File: config.mk
export PLATFORM = sky130hd
export DESIGN_NAME = inst_constraint_flat
export DESIGN_NICKNAME = d
export VERILOG_FILES = /design/src/rtl/inst_constraint_if.sv /design/src/rtl/inst_constraint.sv /design/src/flat_wrapper.sv
export SDC_FILE = /design/constraint.sdc
export NUM_CORES = 1
export LEC_CHECK = 0
export CAP_MARGIN = 20
export CELL_PAD_IN_SITES_DETAIL_PLACEMENT = 0
export CELL_PAD_IN_SITES_GLOBAL_PLACEMENT = 1
export CORE_ASPECT_RATIO = 1.75
export CORE_MARGIN = 5
export CORE_UTILIZATION = 37
export CTS_BUF_LIST = sky130_fd_sc_hd__clkbuf_4
export DETAILED_ROUTE_END_ITERATION = 12
export PLACE_DENSITY_LB_ADDON = 0.1
export SYNTH_ARGS = -nofsm -noshare
export SYNTH_HDL_FRONTEND = slang
export SYNTH_SLANG_ARGS = --single-unit
export TNS_END_PERCENT = 1
File: constraint.sdc
create_clock -name clk -period 4.2 [get_ports clk]
set_clock_uncertainty 0.15 [all_clocks]
set_input_delay 0.63 -clock clk [delete_from_list [all_inputs] [get_ports clk]]
set_output_delay 0.63 -clock clk [all_outputs]
set_load 0.01 [all_outputs]
File: src/rtl/inst_constraint_if.sv
// Decode-side bus of the instruction constraint checker: the decode valid/word
// going in, and the legality verdict, captured word and event counters coming back.
interface inst_constraint_if #(
  parameter int CNT_W = 16
);
  logic             dec_valid_d;
  logic [31:0]      instruction;
  logic             inst_allowed;
  logic [31:0]      inst_q;
  logic             allowed_q;
  logic             violation;
  logic [CNT_W-1:0] valid_cnt;
  logic [CNT_W-1:0] viol_cnt;

  modport master (
    output dec_valid_d,
    output instruction,
    input  inst_allowed,
    input  inst_q,
    input  allowed_q,
    input  violation,
    input  valid_cnt,
    input  viol_cnt
  );

  modport slave (
    input  dec_valid_d,
    input  instruction,
    output inst_allowed,
    output inst_q,
    output allowed_q,
    output violation,
    output valid_cnt,
    output viol_cnt
  );
endinterface

File: src/rtl/inst_constraint.sv
// Checks SPARC instructions at decode against a restricted ISA subset and keeps
// a sticky violation flag plus saturating counts of valid and illegal decodes.
module inst_constraint #(
  parameter int REG_LIMIT = 16,
  parameter int CNT_W     = 16
) (
  input logic                clk,
  input logic                rst_n,
  inst_constraint_if.slave   bus
);

  logic [1:0] op;
  logic [4:0] rd;
  logic [2:0] op2;
  logic [5:0] op3;
  logic [4:0] rs1;
  logic       imm;
  logic [4:0] rs2;

  assign op  = bus.instruction[31:30];
  assign rd  = bus.instruction[29:25];
  assign op2 = bus.instruction[24:22];
  assign op3 = bus.instruction[24:19];
  assign rs1 = bus.instruction[18:14];
  assign imm = bus.instruction[13];
  assign rs2 = bus.instruction[4:0];

  logic reg_ok;
  logic branch_ok;
  logic alu_op3_ok;
  logic legal;

  // An immediate-form instruction has no rs2, so only rd and rs1 are bounded.
  assign reg_ok = (int'(rd) < REG_LIMIT) && (int'(rs1) < REG_LIMIT) &&
                  (imm || (int'(rs2) < REG_LIMIT));

  always_comb begin
    branch_ok = 1'b0;
    case (op2)
      3'b001, 3'b010, 3'b011, 3'b100: branch_ok = 1'b1;
      default:                        branch_ok = 1'b0;
    endcase
  end

  // Integer ALU/multiply ops and their cc forms; 011001 is deliberately absent.
  always_comb begin
    alu_op3_ok = 1'b0;
    case (op3) inside
      [6'b000000:6'b001100]:             alu_op3_ok = 1'b1;
      [6'b010000:6'b011000]:             alu_op3_ok = 1'b1;
      6'b011010, 6'b011011, 6'b011100:   alu_op3_ok = 1'b1;
      default:                           alu_op3_ok = 1'b0;
    endcase
  end

  always_comb begin
    legal = 1'b0;
    case (op)
      2'b00:   legal = branch_ok;
      2'b01:   legal = 1'b0;
      2'b10:   legal = alu_op3_ok && reg_ok;
      2'b11:   legal = reg_ok;
      default: legal = 1'b0;
    endcase
  end

  assign bus.inst_allowed = legal;

  logic [31:0]      inst_r;
  logic             allowed_r;
  logic             violation_r;
  logic [CNT_W-1:0] valid_cnt_r;
  logic [CNT_W-1:0] viol_cnt_r;

  // Counters stick at all-ones; violation only leaves 1 through reset.
  always_ff @(posedge clk) begin
    if (!rst_n) begin
      inst_r      <= '0;
      allowed_r   <= 1'b0;
      violation_r <= 1'b0;
      valid_cnt_r <= '0;
      viol_cnt_r  <= '0;
    end else if (bus.dec_valid_d) begin
      inst_r    <= bus.instruction;
      allowed_r <= legal;
      if (valid_cnt_r != '1) valid_cnt_r <= valid_cnt_r + CNT_W'(1);
      if (!legal) begin
        violation_r <= 1'b1;
        if (viol_cnt_r != '1) viol_cnt_r <= viol_cnt_r + CNT_W'(1);
      end
    end
  end

  assign bus.inst_q    = inst_r;
  assign bus.allowed_q = allowed_r;
  assign bus.violation = violation_r;
  assign bus.valid_cnt = valid_cnt_r;
  assign bus.viol_cnt  = viol_cnt_r;

endmodule

File: src/flat_wrapper.sv
// flat-port wrapper written by rule: the top's interface ports become plain ports
module inst_constraint_flat 
#(
  parameter int REG_LIMIT = 16,
  parameter int CNT_W     = 16
)
  (clk, rst_n, bus_dec_valid_d, bus_instruction, bus_inst_allowed, bus_inst_q, bus_allowed_q, bus_violation, bus_valid_cnt, bus_viol_cnt);
  inst_constraint_if #(.CNT_W(CNT_W)) bus_i ();
  input logic clk;
  input logic rst_n;
  input wire logic [$bits(bus_i.dec_valid_d)-1:0] bus_dec_valid_d;
  input wire logic [$bits(bus_i.instruction)-1:0] bus_instruction;
  output wire logic [$bits(bus_i.inst_allowed)-1:0] bus_inst_allowed;
  output wire logic [$bits(bus_i.inst_q)-1:0] bus_inst_q;
  output wire logic [$bits(bus_i.allowed_q)-1:0] bus_allowed_q;
  output wire logic [$bits(bus_i.violation)-1:0] bus_violation;
  output wire logic [$bits(bus_i.valid_cnt)-1:0] bus_valid_cnt;
  output wire logic [$bits(bus_i.viol_cnt)-1:0] bus_viol_cnt;
  assign bus_i.dec_valid_d = bus_dec_valid_d;
  assign bus_i.instruction = bus_instruction;
  assign bus_inst_allowed = bus_i.inst_allowed;
  assign bus_inst_q = bus_i.inst_q;
  assign bus_allowed_q = bus_i.allowed_q;
  assign bus_violation = bus_i.violation;
  assign bus_valid_cnt = bus_i.valid_cnt;
  assign bus_viol_cnt = bus_i.viol_cnt;
  inst_constraint #(.REG_LIMIT(REG_LIMIT), .CNT_W(CNT_W)) u_core (.clk(clk), .rst_n(rst_n), .bus(bus_i));
endmodule
==> impl_metrics.py, run 1 <==
metrics = {
    "timing": {
        "maxSlewViolCount": 0,
        "fin_crit_sh_pct": 72.2,
        "fmax_mhz": 330,
        "worst_pin_slew_ps": 912,
        "rsz0062_at_grt": "false",
        "relSlewSlack_pct": 38.9,
        "report.final.setup_viol": 0,
        "min_period_ps": 3030,
        "holdWs_ps": 300,
        "tns_ps": 0,
        "final-hold-violation-count": 0,
    },
    "clocking": {
        "cts_max_path_buffers": 2,
        "hold_buffers": 0,
        "clk_pin_slew_ps": 110,
        "insertion_delay_ps": 420,
        "h-tree-depth": 3,
        "post_cts_buffers": 0,
        "cts_tree": "done",
        "cts.sinks": 66,
        "cts_resized": 0,
        "root_buffer": "clkbuf_4",
        "cts-buffers-inserted": 9,
    },
    "critical_path": {
        "cp_num_buf_inv": 2,
        "required_ps": 3420,
        "path_cells": "clkdlybuf4s50_1 > nand2b_1 > o2111ai_1 > o21ai_0 > clkdlybuf4s50_1",
        "critPathMaxFanout": 4,
        "reg2reg_slack_ps": 2070,
        "cpPeakStageDelay_ps": 570,
        "crit_arrival_ps": 2250,
        "crit_slowest_cell": "clkdlybuf4s50_1",
        "reg2reg_depth": 5,
        "r2r_end": "u_core.bus.viol_cnt[11]$_SDFFE_PN0P_",
        "critical-path-top-delay-family": "buffers and inverters",
        "critPathLaunchType": "primary input",
        "path_common_cell": "clkdlybuf4s50_1",
        "path_class": "in -> out",
        "crit_path_end_kind": "output pin",
        "r2r_start": "u_core.bus.viol_cnt[3]$_SDFFE_PN0P_",
    },
    "cells_and_area": {
        "layout_common_cells": "clkdlybuf4s50_1, dfxtp_1, nor2_1, mux2i_1, a21oi_1",
        "area_delta_synth_final_pct": 41.2,
        "nNetsFinal": 450,
        "final_common_cell": "clkdlybuf4s50_1",
        "layout-drive-gt1-share_pct": 5.74,
        "fin_area_sq_um": 4060,
        "utilization_pct": 53.6,
        "antenna_cells": 0,
    },
    "synthesis": {
        "synth_top_area_share_pct": 46.0,
        "synth_edf_count": 0,
        "syn_avg_cell_area_sq_um": 9.16,
        "synth_top_cell_by_area": "dfxtp_1",
        "syn-cell-area_sq_um": 2880,
        "yosysUniqueCellTypes": 43,
        "yosys_warnings": 0,
        "async_flop_share_pct": 0,
        "ys.flop_type": "dfxtp_1",
        "ys_seq_area_share_pct": 46.0,
        "syn_inst": 314,
        "synth.area.top_cells": "dfxtp_1, mux2i_1, nor2_1, xnor2_1, a21oi_1",
        "yosys_register_bits": 66,
        "syn-num-nets": 351,
    },
    "placed_design": {
        "placed_cell_area_sq_um": 3950,
        "gp_congestion": 0.760,
        "portBuffers": 101,
        "hpwl_microns": 5600,
    },
    "power": {
        "p_leak_nw": 1.48,
        "p_per_area_nw_per_um2": 294,
        "vdd_ir_drop_max_v": 0.000190,
    },
    "run": {
        "cap_violations": 0,
    },
    "die": {
        "core_sq_um": 7570,
        "ios": 102,
        "die-height_microns": 127,
        "rows": 42,
        "start_util_pct": 38.0,
        "fp.dieW_microns": 76.6,
        "dieArea_sq_um": 9700,
    },
    "route": {
        "totalWireLength_microns": 7610,
        "antenna_left": 0,
        "drt_iter0_markers": 140,
        "vias": 2642,
        "post_drt_wl_per_cell_microns": 15.0,
        "drc": 0,
        "via_per_inst": 5.22,
        "firstDrtPassIters": 4,
    },
    "grt": {
        "overflow": 0,
        "antenna_found_initial": 0,
        "grt_pass1_wl_microns": 12600,
        "grt_util_all_layers_pct": 16.0,
        "grt_start_max_net_pins": 44,
        "grt_pass1_vias": 2603,
    },
    "worst_hold_path": {
        "holdPathEnd": "u_core.bus.violation$_SDFFE_PN0P_",
        "hold_start": "u_core.bus.violation$_SDFFE_PN0P_",
        "whs_path_depth": 2,
        "hp-class": "reg -> reg",
    },
    "run_status": {
        "status": "completed",
    },
}
## state kept, by name, summed over array words and instances (netlist names)
signal                cells
u_core.bus.violation      1
u_core.bus.valid_cnt     16
u_core.bus.inst_q        32
u_core.bus.allowed_q      1
u_core.bus.viol_cnt      16
## layer usage
| layer | track usage, % | share of wire [%] | vias up |
|---|---|---|---|
| li1 | - | - | 1329 |
| met4 | 8.14 | 2.1 | 0 |
| met1 | 16.7 | 38 | 1220 |
| met5 | 0 | 0 | - |
| met3 | 5.25 | 7.4 | 13 |
| met2 | 28.2 | 53 | 80 |
## where the power goes
group | switching, mW | leakage [nW] | internal [mW] | total (mW)
combinational | 0.0726 | 0.872 | 0.0957 | 0.168
clock | 0.222 | 0.0685 | 0.137 | 0.360
sequential | 0.0147 | 0.539 | 0.649 | 0.664
## cells in the mapped netlist, types with 6 or more instances
cell type / n
or4_1: 7
o31ai_1: 7
nand3_1: 10
nor2_1: 52
xnor2_1: 13
dfxtp_1: 66
mux2i_1: 36
a21oi_1: 17
o21ai_0: 9
nand2_1: 16
clkbuf_1: 10
nand4_1: 9
nor3_1: 6
## cell type report
cell class | instances | area [sq um]
Clock buffer | 12 | 90.1
Multi-Input combinational cell | 227 | 1460
Sequential cell | 66 | 1320
Timing Repair Buffer | 103 | 1030
Inverter | 6 | 22.5
Tap cell | 88 | 110
Fill cell | 732 | 3510
Clock inverter | 4 | 18.8
## how the worst max path moves through the flow
stage	startpoint	endpoint	slack [ps]	cells after the start
2_1_floorplan	bus_instruction[22]	u_core.bus.viol_cnt[7]$_SDFFE_PN0P_	2030	6
3_3_place_gp	bus_instruction[30]	bus_inst_allowed	1150	5
3_5_place_dp	bus_instruction[30]	bus_inst_allowed	1160	5
4_1_cts	bus_instruction[30]	bus_inst_allowed	1140	5
5_1_grt	bus_instruction[30]	bus_inst_allowed	1040	5
6_report	bus_instruction[30]	bus_inst_allowed	1170	5
## cells by family (layout without fill, tap and decap cells)
logic type      after synthesis  in the layout  synth area share [%]
fa+ha+maj                     2              2                 0.870
simple gates                129            129                  22.5
compound gates               47             47                  11.0
buf+inv                      21            125                  3.18
flops                        66             66                  46.0
mux                          36             36                  12.5
xor+xnor                     13             13                  3.96
## worst register-to-register path, delay by kind of cell, from the launching register on
| kind | cells | cell delay [ps] |
|---|---|---|
| flops | 1 | 420 |
| mux | 1 | 150 |
| simple gates | 4 | 1290 |
## per-stage QoR
| step | cells | worst slack, ps | power [mW] |
|---|---|---|---|
| global placement | 490 | 1150 | 0.847 |
| floorplan | 314 | 2030 | 0.752 |
| detailed placement | 490 | 1160 | 0.849 |
| finish | 506 | 1170 | 1.19 |
| global route | 506 | 1040 | 1.26 |
| CTS | 506 | 1140 | 1.22 |
Power figures use the tool's default switching activity.
==> run 2, diff against run 1 <==
CORE_UTILIZATION = 31   (was 37)
clock period = 2.6 ns   (was 4.2 ns; I/O delays follow)
==> impl_metrics.py, run 2 (same netlist as run 1, synthesis figures left out) <==
metrics = {
    "route": {
        "firstDrtPassIters": 4,
        "totalWireLength_microns": 8080,
        "post_drt_wl_per_cell_microns": 14.8,
        "drc": 0,
        "via_per_inst": 4.90,
        "vias": 2678,
        "antenna_left": 0,
        "drt_iter0_markers": 56,
    },
    "power": {
        "p_leak_nw": 1.53,
        "p_per_area_nw_per_um2": 464,
        "vdd_ir_drop_max_v": 0.000285,
        "p_total_mw": 1.94,
    },
    "critical_path": {
        "path_class": "in -> out",
        "crit_path_end_kind": "output pin",
        "reg2reg_depth": 5,
        "required_ps": 2060,
        "critPathLaunchType": "primary input",
        "crit_arrival_ps": 1960,
        "critPathMaxFanout": 4,
    },
    "timing": {
        "report.final.setup_viol": 0,
        "final-hold-violation-count": 0,
        "fin_ws_ps": 100,
        "rsz0062_at_grt": "false",
        "relSlewSlack_pct": 56.8,
        "tns_ps": 0,
        "worst_pin_slew_ps": 645,
        "maxSlewViolCount": 0,
        "fmax_mhz": 400,
        "fin_crit_sh_pct": 96.1,
        "min_period_ps": 2500,
    },
    "grt": {
        "grt_pass1_vias": 2664,
        "grt_util_all_layers_pct": 14.6,
        "antenna_found_initial": 0,
        "grt_start_max_net_pins": 29,
        "grt_pass1_wl_microns": 13200,
        "overflow": 0,
    },
    "die": {
        "fp.dieW_microns": 82.8,
        "core_sq_um": 9090,
        "rows": 46,
        "start_util_pct": 31.6,
        "ios": 102,
        "die-height_microns": 137,
        "dieArea_sq_um": 11400,
    },
    "cells_and_area": {
        "utilization_pct": 46.0,
        "finalNonFillerCells": 547,
        "layout_common_cells": "clkdlybuf4s50_1, dfxtp_1, nor2_1, mux2i_1, a21oi_1",
        "final_common_cell": "clkdlybuf4s50_1",
        "area_delta_synth_final_pct": 45.4,
        "nNetsFinal": 458,
        "layout-drive-gt1-share_pct": 7.98,
        "largest_register_ffs": 32,
    },
    "placed_design": {
        "portBuffers": 101,
        "gp_congestion": 0.768,
        "dp_cells": 530,
        "pre_cts_slack_ps": 14.5,
        "hpwl_microns": 5970,
    },
    "clocking": {
        "insertion_delay_ps": 420,
        "post_cts_buffers": 0,
        "cts.sinks": 66,
        "h-tree-depth": 3,
        "cts_max_path_buffers": 2,
        "cts_tree": "done",
        "root_buffer": "clkbuf_4",
        "cts-buffers-inserted": 9,
        "clk_pin_slew_ps": 110,
    },
    "worst_hold_path": {
        "whs_path_depth": 2,
        "hp-class": "reg -> reg",
    },
    "run_status": {
        "status": "completed",
    },
    "run": {
        "cap_violations": 0,
    },
}
[run 2: cell count changes in the layout (fill, tap and decap cells not counted)]
cell | previous run | this run
buf_4 | 1 | 8
buf_12 | 1 | 2
clkinv_1 | 2 | 1
diode_2 | 0 | 1
inv_2 | 0 | 1
o2111ai_1 | 1 | 0
o2111ai_2 | 0 | 1
o21ai_0 | 9 | 8
o21ai_1 | 0 | 1
[run 2: repair_timing]
item	in CTS	in global routing
hold buffers	0	0
gates resized for setup	0	2
endpoints found under the setup margin	0	1
[run 2: layer usage]
layer  GRT usage [%]  up-vias  wire [microns]
li1                -     1342               -
met1            15.0     1241            3100
met2            25.6       75            4130
met3            3.89       20             506
met4            10.4        0             344
met5               0        -               0
[run 2: cell type report]
| cell class | count | area [sq um] |
|---|---|---|
| antenna | 1 | 2.50 |
| clock buffer | 12 | 90.1 |
| clock inverter | 4 | 18.8 |
| fill | 970 | 4910 |
| inverter | 6 | 22.5 |
| multi-input combinational | 227 | 1470 |
| sequential | 66 | 1320 |
| tap | 120 | 150 |
| timing repair buffer | 111 | 1110 |
[run 2: final timing paths]
kind                                        start                               endpoint  slack (ps)
max                           bus_instruction[23]                       bus_inst_allowed         100
min             u_core.bus.violation$_SDFFE_PN0P_      u_core.bus.violation$_SDFFE_PN0P_         300
max reg2reg  u_core.bus.valid_cnt[7]$_SDFFE_PN0P_  u_core.bus.valid_cnt[15]$_SDFFE_PN0P_         550
min reg2reg     u_core.bus.violation$_SDFFE_PN0P_      u_core.bus.violation$_SDFFE_PN0P_         300
[run 2: report_power, final]
part           total (mW)  switching, mW  internal [mW]
logic               0.283          0.120          0.162
registers            1.07         0.0232           1.05
clock network       0.586          0.364          0.222
[run 2: worst max-delay path, cell delays in order]
cell and delay (ps):
clkdlybuf4s50_1 450, nor2b_1 150, o221a_2 260, o21ai_1 150
clkdlybuf4s50_1 570
[run 2: metrics by stage]
stage	hold WS (ps)	instance area [sq um]
6_report	304	4180
5_1_grt	322	4180
2_1_floorplan	320	2880
3_3_place_gp	299	4060
3_5_place_dp	291	4060
4_1_cts	283	4170
